<file path="src/rtl/normalizacion_param.sv">
// rtl/normalizacion_param.sv - floating-point mantissa normaliser with carry handling
// Accepts one operand at a time and shifts it one bit per cycle until normalised, denormal, zero or overflowed.
module normalizacion_param #(
  parameter int MANT_W = 10,
  parameter int EXP_W  = 5,
  parameter int CNT_W  = 4
) (
  input  logic              clkNorm,
  input  logic              rstNorm,
  input  logic              in_valid,
  output logic              in_ready,
  input  logic              in_carry,
  input  logic [MANT_W-1:0] in_mant,
  input  logic [EXP_W-1:0]  in_exp,
  output logic              out_valid,
  input  logic              out_ready,
  output logic [MANT_W-1:0] out_mant,
  output logic [EXP_W-1:0]  out_exp,
  output logic [CNT_W-1:0]  out_shift,
  output logic              out_ovf,
  output logic              out_udf,
  output logic              out_zero
);

  typedef enum logic [1:0] {
    IDLE  = 2'd0,
    SHIFT = 2'd1,
    DONE  = 2'd2
  } state_t;

  localparam logic [EXP_W-1:0] EXP_MAX = '1;
  localparam logic [EXP_W-1:0] EXP_ONE = EXP_W'(1);

  state_t              state_q, state_d;
  logic [MANT_W-1:0]   mant_q, mant_d;
  logic [EXP_W-1:0]    exp_q, exp_d;
  logic [CNT_W-1:0]    shift_q, shift_d;
  logic                carry_q, carry_d;
  logic                ovf_q, ovf_d;
  logic                udf_q, udf_d;
  logic                zero_q, zero_d;

  always_comb begin
    state_d = state_q;
    mant_d  = mant_q;
    exp_d   = exp_q;
    shift_d = shift_q;
    carry_d = carry_q;
    ovf_d   = ovf_q;
    udf_d   = udf_q;
    zero_d  = zero_q;

    unique case (state_q)
      IDLE: begin
        if (in_valid) begin
          mant_d  = in_mant;
          exp_d   = in_exp;
          carry_d = in_carry;
          shift_d = '0;
          ovf_d   = 1'b0;
          udf_d   = 1'b0;
          zero_d  = 1'b0;
          state_d = SHIFT;
        end
      end
      SHIFT: begin
        // One action per cycle; the carry is consumed by the first, so a right shift never mixes with left shifts.
        if (carry_q && (exp_q == EXP_MAX)) begin
          mant_d  = '1;
          carry_d = 1'b0;
          ovf_d   = 1'b1;
          state_d = DONE;
        end else if (carry_q) begin
          mant_d  = {1'b1, mant_q[MANT_W-1:1]};
          exp_d   = exp_q + EXP_ONE;
          carry_d = 1'b0;
          state_d = DONE;
        end else if (mant_q == '0) begin
          exp_d   = '0;
          zero_d  = 1'b1;
          state_d = DONE;
        end else if (mant_q[MANT_W-1]) begin
          state_d = DONE;
        end else if (exp_q <= EXP_ONE) begin
          exp_d   = '0;
          udf_d   = 1'b1;
          state_d = DONE;
        end else begin
          mant_d  = {mant_q[MANT_W-2:0], 1'b0};
          exp_d   = exp_q - EXP_ONE;
          shift_d = shift_q + CNT_W'(1);
        end
      end
      DONE: begin
        if (out_ready) begin
          state_d = IDLE;
        end
      end
      default: state_d = IDLE;
    endcase
  end

  always_ff @(posedge clkNorm) begin
    if (rstNorm) begin
      state_q <= IDLE;
      mant_q  <= '0;
      exp_q   <= '0;
      shift_q <= '0;
      carry_q <= 1'b0;
      ovf_q   <= 1'b0;
      udf_q   <= 1'b0;
      zero_q  <= 1'b0;
    end else begin
      state_q <= state_d;
      mant_q  <= mant_d;
      exp_q   <= exp_d;
      shift_q <= shift_d;
      carry_q <= carry_d;
      ovf_q   <= ovf_d;
      udf_q   <= udf_d;
      zero_q  <= zero_d;
    end
  end

  assign in_ready  = (state_q == IDLE);
  assign out_valid = (state_q == DONE);
  assign out_mant  = mant_q;
  assign out_exp   = exp_q;
  assign out_shift = shift_q;
  assign out_ovf   = ovf_q;
  assign out_udf   = udf_q;
  assign out_zero  = zero_q;

endmodule

</file>
<file path="config.mk">
export PLATFORM = sky130hd
export DESIGN_NAME = normalizacion_param
export DESIGN_NICKNAME = d
export VERILOG_FILES = /design/src/rtl/normalizacion_param.sv
export SDC_FILE = /design/constraint.sdc
export NUM_CORES = 1
export LEC_CHECK = 0
export ABC_CLOCK_PERIOD_IN_PS = 3100
export CELL_PAD_IN_SITES_DETAIL_PLACEMENT = 1
export CELL_PAD_IN_SITES_GLOBAL_PLACEMENT = 2
export CORE_MARGIN = 2
export CORE_UTILIZATION = 30
export DETAILED_ROUTE_END_ITERATION = 16
export PLACE_DENSITY_LB_ADDON = 0.1
export SYNTH_ARGS = -nofsm -noshare
export SYNTH_HDL_FRONTEND = slang
export SYNTH_SLANG_ARGS = --single-unit
export TNS_END_PERCENT = 100
</file>
<file path="constraint.sdc">
create_clock -name clkNorm -period 3.1 [get_ports clkNorm]
set_input_delay 0.62 -clock clkNorm [delete_from_list [all_inputs] [get_ports clkNorm]]
set_output_delay 0.62 -clock clkNorm [all_outputs]
set_load 0.01 [all_outputs]
</file>
==> impl_metrics.csv <==
group,metric,value,unit
outcome,outcome,"finished clean",
sta,period_share,78.9,%
setup_path,critPathMaxStageDelay,490,ps
place,portBuffers,43,
floorplanning,dieArea,6060,um2
yosys,yosys.area.top_type,"dfxtp_1",
final_layout,area_delta_synth_final,32.0,%
global_routing,grt_overflow,0,
cts,clock_tree.buffer_depth,2,
sta,setup_viol,0,
sta,fin_crit,2450,ps
setup_path,endpoint_kind,"register",
power_and_ir_drop,power.leakage,0.000789,uW
yosys,synth_nets,224,
floorplanning,start_util,31.6,%
floorplanning,ios,44,
final_layout,diodes,0,
global_routing,grt.busiest_layer,"met2",
final_layout,fillers,596,
yosys,synth.top_cell.area_share,30.6,%
yosys,post_synth_num_cell_types,48,
yosys,syn_area_per_cell,8.22,um2
sta,tightest_slew,832,ps
global_routing,grt_max_degree,25,
routing,ant_nets,0,
setup_path,cp.required,3270,ps
cts,clk_pin_slew,100,ps
cts,cts_setup_buffers,0,
yosys,synth_edf_count,0,
final_layout,drive_above_1_share,10.6,%
sta,finalWorstSetupSlack,653,ps
yosys,ys_warn_count,0,
yosys,ys_seq_area_share,30.6,%
yosys,synthArstFlopShare,0,%
sta,slew_viol_final,0,
routing,vias,1613,
sta,finClkSkew,2.10,ps
power_and_ir_drop,power.density,732,nW/um2
yosys,synth.most_common_cell,"nor2_1",
floorplanning,die_height,77.9,um
routing,post_drt_wl_per_cell,17.1,um
sta,tns,0,ps
floorplanning,fp.dieW,77.9,um
yosys,synth_area,1640,um2
routing,drt-total-wl,5.24,mm
sta,rsz0062_at_grt,"no",
yosys,ys.flop_type,"dfxtp_1",
sta,fmax,409,MHz
final_layout,seqCellArea,500,um2
global_routing,grt_usage,18.4,%
setup_path,path_cells,"ha_1 -> and3_1 -> ha_1 -> mux2i_1 -> nand2_1 -> a21oi_1 -> nor2_1 -> nor4_1",
sta,slew_headroom,44.4,%
final_layout,nets,262,
global_routing,grt_pass1_vias,1775,
routing,route.detailed.drc,0,
yosys,synthCells,199,
place,preCtsSetupSlack,657,ps
floorplanning,fp-row-count,26,
final_layout,multi_input_area,1050,um2
setup_path,cp.arrival,2620,ps
setup_path,critical_path_class,"reg -> reg",
routing,drtPass1Iterations,4,
setup_path,cp_slowest_cell,"a21oi_1",
yosys,yosys_register_bits,25,
cts,cts_root_buf,"clkbuf_8",
setup_path,crit_fanout,12,
cts,clk_latency,280,ps
routing,viasPerCell,5.27,
global_routing,met1_usage,22.6,%
cts,holdBufCountCts,0,
cts,cts_max_level,1,
global_routing,grt_pass1_wl,8.94,mm
run,maxCapViolCount,0,
routing,drt_iter0_drc,53,
cts,cts_num_sinks,25,
setup_path,start_kind,"register",
cts,cts_tree,"done",
global_routing,met3_usage,2.33,%
global_routing,antenna_found_initial,0,
place,dp_hpwl,3.89,mm
floorplanning,core_area,5170,um2
sta,finalHoldViolCount,0,
power_and_ir_drop,vdd_drop_max,0.256,mV
global_routing,use_met2,33.5,%
setup_path,cpMostUsedCell,"ha_1",
cts,cts_resized,0,
place,globalplace.congestion,0.778,
yosys,ys_top_cells_by_area,"dfxtp_1 (31%), nor2_1 (8.3%), mux2_2 (4.8%)",
hold_path,min_path_type,"reg -> reg",
cts,cts_buffers,3,
yosys,synthTopCellsByCount,"nor2_1 (36), dfxtp_1 (25), nand2_1 (13)",
## sequential cells by signal (all words and copies together) (netlist names)
register	count
out_ovf	1
out_zero	1
out_udf	1
out_mant	10
carry_q	1
state_q	2
out_shift	4
out_exp	5
## cells in the final DEF (no fill, tap or decap), types with 3 or more instances in the layout
cell             netlist  routed
dfxtp_1               25      25
mux2_2                 7       7
clkbuf_8               0       3
nor4_1                 4       4
a221oi_1               6       6
nand2_1               13      13
inv_1                  4       4
clkdlybuf4s50_1        0      43
nor3_1                 6       6
a21oi_1                8       8
buf_4                  1       4
nand2b_1               3       3
xnor2_1                3       3
a31oi_1                3       3
ha_1                   5       5
nand3_1                4       4
o311a_1                3       3
o21ai_0               10      10
xor2_1                 4       4
nor2_1                36      36
and3_1                 3       3
nor2b_1               10      10
## metal layers
layer,vias to the layer above,share of wire (%)
met5,-,0
met3,4,3.1
met1,791,44
li1,788,-
met4,0,1.1
met2,30,51
## worst paths after layout
kind / slack (ps) / cells past startpoint / to / startpoint
setup / recovery: 650 / 8 / out_exp[3] / out_exp[0]
hold / removal: 500 / 2 / out_zero / out_zero
setup reg to reg: 650 / 8 / out_exp[3] / out_exp[0]
hold reg to reg: 500 / 2 / out_zero / out_zero
## stage by stage
step	hold slack, ps	util (%)	total power, uW	area (um2)	cells
floorplan	502	-	1070	1640	199
CTS	512	41.8	1600	2160	306
detailed placement	487	40.8	1380	2110	302
finish	504	41.8	1580	2160	306
global placement	463	40.8	1360	2110	302
global route	545	41.8	1710	2160	306
## critical path, delay by kind of cell (launching register included)
kind            cells  cell delay [ps]
fa+ha+maj           2              550
flops               1              400
simple gates        4              680
compound gates      1              490
mux                 1              210
## cell type report
cell class                      instances  area share [%]
Tap cell                               70            4.06
Inverter                                4           0.695
Clock buffer                            3            1.91
Timing Repair Buffer                   47            21.3
Clock inverter                          1           0.348
Multi-Input combinational cell        156            48.5
Sequential cell                        25            23.2
## logic make-up (layout without fill, tap and decap cells)
family	count (synthesis)	after routing	share of synthesized area, %
and+or+nand+nor	87	87	26.9
adders and majority gates	5	5	3.82
xor gates and xnor gates	7	7	3.75
muxes	10	10	6.80
DFF	25	25	30.6
AOI/OAI and AO/OA	47	47	22.7
buffers and inverters	18	55	5.43
## power breakdown
part	internal (uW)	total, uW	switching (uW)
Combinational	396	845	450
Clock	91.5	212	120
Sequential	395	524	128
Total	882	1580	698
Note: power is estimated with default switching activity, not from simulation.
